--- config.mk ---
export PLATFORM = sky130hd
export DESIGN_NAME = cl_bit_serial
export DESIGN_NICKNAME = d
export VERILOG_FILES = /design/src/rtl/cl_bit_serial.sv
export SDC_FILE = /design/constraint.sdc
export NUM_CORES = 1
export LEC_CHECK = 0
export CORE_ASPECT_RATIO = 0.8
export CORE_UTILIZATION = 54
export DETAILED_ROUTE_END_ITERATION = 10
export GPL_ROUTABILITY_DRIVEN = 0
export PLACE_DENSITY = 0.94
export RECOVER_POWER = 50
export SYNTH_ARGS = -nofsm -noshare
export SYNTH_HDL_FRONTEND = slang
export SYNTH_SLANG_ARGS = --single-unit
--- constraint.sdc ---
create_clock -name clk -period 3.3 [get_ports clk]
set_input_delay 0.66 -clock clk [delete_from_list [all_inputs] [get_ports clk]]
set_output_delay 0.66 -clock clk [all_outputs]
set_load 0.02 [all_outputs]
--- src/rtl/cl_bit_serial.sv ---
// Bit-serial sequencer around the 1-bit logic cell cl, LSB first.
// Optional `zero` flag output enabled by defining CL_SERIAL_ZERO_EN.

module cl (
    output logic       out,
    input  logic       a,
    input  logic       b,
    input  logic [1:0] s
);

    always_comb begin
        out = 1'b0;
        unique case (s)
            2'b00: out = a & b;
            2'b01: out = a | b;
            2'b10: out = a ^ b;
            2'b11: out = ~a;
        endcase
    end

endmodule

module cl_bit_serial #(
    parameter int WIDTH = 8
) (
    input  logic             clk,
    input  logic             reset_n,
    input  logic             start,
    input  logic [1:0]       op,
    input  logic [WIDTH-1:0] a,
    input  logic [WIDTH-1:0] b,
    output logic             busy,
    output logic             done,
`ifdef CL_SERIAL_ZERO_EN
    output logic             zero,
`endif
    output logic [WIDTH-1:0] result
);

    localparam int CW = (WIDTH > 1) ? $clog2(WIDTH) : 1;

    typedef enum logic [1:0] {
        IDLE,
        SHIFT,
        DONE
    } state_t;

    state_t state;
    state_t state_nx;

    logic [CW-1:0]    cnt;
    logic [WIDTH-1:0] a_sh;
    logic [WIDTH-1:0] b_sh;
    logic [WIDTH-1:0] res_sh;
    logic [WIDTH-1:0] res_nx;
    logic [1:0]       op_q;
    logic             cell_out;
    logic             last;
    logic             load;
    logic             step;
    logic             finish;

    cl u_cl (
        .out (cell_out),
        .a   (a_sh[0]),
        .b   (b_sh[0]),
        .s   (op_q)
    );

    // Cell output enters at the MSB so the LSB-first stream lands in place.
    assign res_nx = {cell_out, res_sh[WIDTH-1:1]};
    assign last   = (cnt == CW'(WIDTH - 1));

    always_comb begin
        state_nx = state;
        load     = 1'b0;
        step     = 1'b0;
        finish   = 1'b0;
        unique case (state)
            IDLE: begin
                if (start) begin
                    load     = 1'b1;
                    state_nx = SHIFT;
                end
            end
            SHIFT: begin
                step = 1'b1;
                if (last) begin
                    finish   = 1'b1;
                    state_nx = DONE;
                end
            end
            DONE: begin
                if (start) begin
                    load     = 1'b1;
                    state_nx = SHIFT;
                end else begin
                    state_nx = IDLE;
                end
            end
            default: state_nx = IDLE;
        endcase
    end

    always_ff @(posedge clk or negedge reset_n) begin
        if (!reset_n) begin
            state <= IDLE;
        end else begin
            state <= state_nx;
        end
    end

    always_ff @(posedge clk or negedge reset_n) begin
        if (!reset_n) begin
            cnt    <= '0;
            a_sh   <= '0;
            b_sh   <= '0;
            res_sh <= '0;
            op_q   <= 2'b00;
        end else if (load) begin
            cnt    <= '0;
            a_sh   <= a;
            b_sh   <= b;
            res_sh <= '0;
            op_q   <= op;
        end else if (step) begin
            cnt    <= cnt + CW'(1);
            a_sh   <= a_sh >> 1;
            b_sh   <= b_sh >> 1;
            res_sh <= res_nx;
        end
    end

    // Result only moves on the completion edge, never showing partials.
    always_ff @(posedge clk or negedge reset_n) begin
        if (!reset_n) begin
            result <= '0;
        end else if (finish) begin
            result <= res_nx;
        end
    end

`ifdef CL_SERIAL_ZERO_EN
    always_ff @(posedge clk or negedge reset_n) begin
        if (!reset_n) begin
            zero <= 1'b1;
        end else if (finish) begin
            zero <= ~|res_nx;
        end
    end
`endif

    assign busy = (state == SHIFT);
    assign done = (state == DONE);

endmodule

==> results.sh <==
export IMPL_portBuffers=30
export IMPL_vias_per_cell=5.610
export IMPL_p_int_w=0.001197
export IMPL_power_frac_seq_pct=42.5
export IMPL_critPathRequiredTime_ns=2.64
export IMPL_clkTransAtPathRegs_ns=0.07
export IMPL_synth_nets=154
export IMPL_antenna_found_initial=0
export IMPL_first_pass_iters=4
export IMPL_comb_power_share_pct=39.9
export IMPL_die_area_sq_um=3211
export IMPL_avgSynthCellArea_sq_um=12.50
export IMPL_async_flop_share_pct=100.0
export IMPL_coreArea_sq_um=2808
export IMPL_critical_path_class="reg2out"
export IMPL_syn_to_final_growth_pct=24.44
export IMPL_fin_skew_ns=0.003088
export IMPL_yosys_warnings=0
export IMPL_tritoncts="done"
export IMPL_hold_viol=0
export IMPL_netlist_area_sq_um=1613
export IMPL_synth_cell_types=23
export IMPL_cts_resized=0
export IMPL_io_pins=31
export IMPL_grt_start_max_net_pins=39
export IMPL_regToRegEndpoint="result[7]"
export IMPL_stdcell_area_sq_um=2007
export IMPL_grt_pass1_wl_mm=5.216
export IMPL_hold_path_startpoint="op_q[1]"
export IMPL_whs_path_depth=2
export IMPL_ir_drop_v=0.0005029
export IMPL_drtIter0Drc=47
export IMPL_cellPowerDensity_nw_per_um2=921.4
export IMPL_critPathArrivalTime_ns=1.85
export IMPL_reg2reg_slack_ns=1.57
export IMPL_cts_root_buf="clkbuf_8"
export IMPL_finalMaxSlewViolations=39
export IMPL_wl_mm=3.222
export IMPL_max_freq_ghz=0.3977
export IMPL_critPathLaunchType="flip-flop"
export IMPL_yosysMostFrequentCell="dfrtp_1"
export IMPL_cts_buffers=5
export IMPL_whs_ns=0.5051
export IMPL_violations="max-capacitance violations, max-slew violations"
export IMPL_cts_sinks=38
export IMPL_ys_ff_latch=38
export IMPL_grt_usage_pct=22.87
export IMPL_placed_area_sq_um=1921
export IMPL_start_util_pct=57.44
export IMPL_p_switching_w=0.0006517
export IMPL_period_minus_slack_ns=2.515
export IMPL_synth_seq_area_share_pct=58.96
export IMPL_min_delay_worst_endpoint="op_q[1]"
export IMPL_fin_ws_ns=0.7854
export IMPL_synth_largest_area_cell="dfrtp_1"
export IMPL_drive_above_1_share_pct=12.35
export IMPL_drtAntennaViolNets=0
export IMPL_r2r_cells=5
export IMPL_max_stage_delay_ns=0.65
export IMPL_htreeDepth=2
export IMPL_cp_top_family="buffers and inverters"
export IMPL_cp_max_fo=17
export IMPL_cts_buffer_depth=2
export IMPL_synth_top_cell_area_share_pct=58.96
export IMPL_nets=186
export IMPL_tns_ns=0
export IMPL_ys_flop_type="dfrtp_1"
export IMPL_synthTopCellsByCount="dfrtp_1, nand2_1, o21ai_0, a22o_1, mux2i_1"
export IMPL_clock_power_share_pct=17.5
export IMPL_endpoint_kind="output pin"
export IMPL_synth_edf_count=0
export IMPL_first_global_vias=1103
export IMPL_hold_path_class="reg2reg"
export IMPL_rows=17
export IMPL_syn_inst=129
export IMPL_post_cts_buffers=0
export IMPL_worstPathCellList="nand2b_1 > buf_4 > inv_4 > clkdlybuf4s50_1"
export IMPL_hold_buffers=0
export IMPL_diodes=0
export IMPL_dp_slack_ns=1.098
export IMPL_setup_viol=0
export IMPL_max_slew_margin_pct=-30.79
export IMPL_outcome="finished with violations"
export IMPL_clock_latency_ns=0.29
export IMPL_swShare_pct=35.24
export IMPL_die_y_um=50.88
export IMPL_power_leakage_nw=0.9281
export IMPL_hpwl_mm=2.250
export IMPL_post_drt_wl_per_cell_um=16.11
export IMPL_fin_crit_sh_pct=76.20
export IMPL_grt_overflow=0
export IMPL_worst_pin_slew_ns=1.962
export IMPL_fp_dieW_um=63.10
export IMPL_via_count=1122
export IMPL_drcViolationCount=0
export IMPL_cpMaxStageDelayCell="clkdlybuf4s50_1"
export IMPL_path_buf_inv=3
export IMPL_rsz0062_at_grt="false"
export IMPL_cap_violations=1
export IMPL_synth_area_leaders="dfrtp_1, mux2i_1, a22o_1, mux2_2, nand2_1"
export IMPL_worstReg2RegStart="cnt[0]"
tightest hold or removal path: cells and delay by family (launching register included):
kind | cells | cell delay [ns]
DFF | 1 | 0.36
and+or+nand+nor | 2 | 0.12
cells in the final DEF (no fill, tap or decap), types with 3 or more instances in the layout:
master and count:
o21ai_0 12, a22o_1 11, mux2_2 8, ha_1 4
mux2i_1 10, inv_1 4, dfrtp_1 38, clkdlybuf4s50_1 28
nand3_1 3, clkbuf_8 6, nand2_1 18
area by class of cell:
| class | count | area [sq um] |
|---|---|---|
| sequential | 38 | 950.9 |
| tap | 38 | 47.55 |
| inverter | 5 | 21.27 |
| clock inverter | 1 | 5.005 |
| fill | 197 | 800.8 |
| multi-input combinational | 79 | 586.8 |
| timing repair buffer | 32 | 309.0 |
| clock buffer | 7 | 86.33 |
flip-flops by register name, summed over array words and instances (netlist names):
| name | count |
|---|---|
| result | 8 |
| b_sh | 8 |
| cnt | 3 |
| state | 2 |
| res_sh | 7 |
| a_sh | 8 |
| op_q | 2 |
worst max-delay path by stage:
stage                  start  endpoint  slack [ns]  cells past startpoint
finish              state[1]      busy        0.79                      4
global route        state[1]      busy        0.72                      4
CTS                 state[1]      busy        0.78                      4
detailed placement  state[1]      busy        1.10                      4
global placement    state[1]      busy        1.15                      4
floorplan           state[1]      busy        1.73                      4
kinds of logic (layout without fill, tap and decap cells):
group                      after synthesis  after routing  synth area share, %
and+or+nand+nor                         29             29                8.456
buffers and inverters                   12             45                4.422
DFF                                     38             38                58.96
muxes                                   19             19                13.19
AOI/OAI and AO/OA                       27             27                11.87
adders and majority gates                4              4                3.103
metal layers:
metal	GRT usage (%)	up-vias	wire, um
li1	-	519	-
met1	29.95	566	1445
met2	33.33	28	1555
met3	8.929	9	146
met4	11.24	0	75
met5	0	-	0
metrics by stage:
| stage | total power (W) | std cells | util (%) |
|---|---|---|---|
| 6_report | 0.001849 | 200 | 71.48 |
| 5_1_grt | 0.001970 | 200 | 71.48 |
| 4_1_cts | 0.001855 | 200 | 71.66 |
| 3_5_place_dp | 0.001531 | 192 | 68.40 |
| 3_3_place_gp | 0.001472 | 192 | 68.40 |
| 2_1_floorplan | 0.001305 | 129 | - |
power by group through the flow:
stage	Combinational [W]	Sequential, W	Clock [W]
2_1_floorplan	0.000498	0.000807	0
3_3_place_gp	0.000698	0.000775	0
3_5_place_dp	0.000739	0.000792	0
4_1_cts	0.000746	0.000784	0.000326
5_1_grt	0.000813	0.000805	0.000352
6_report	0.000739	0.000786	0.000325
No activity file was read; power rests on OpenSTA's default activity.
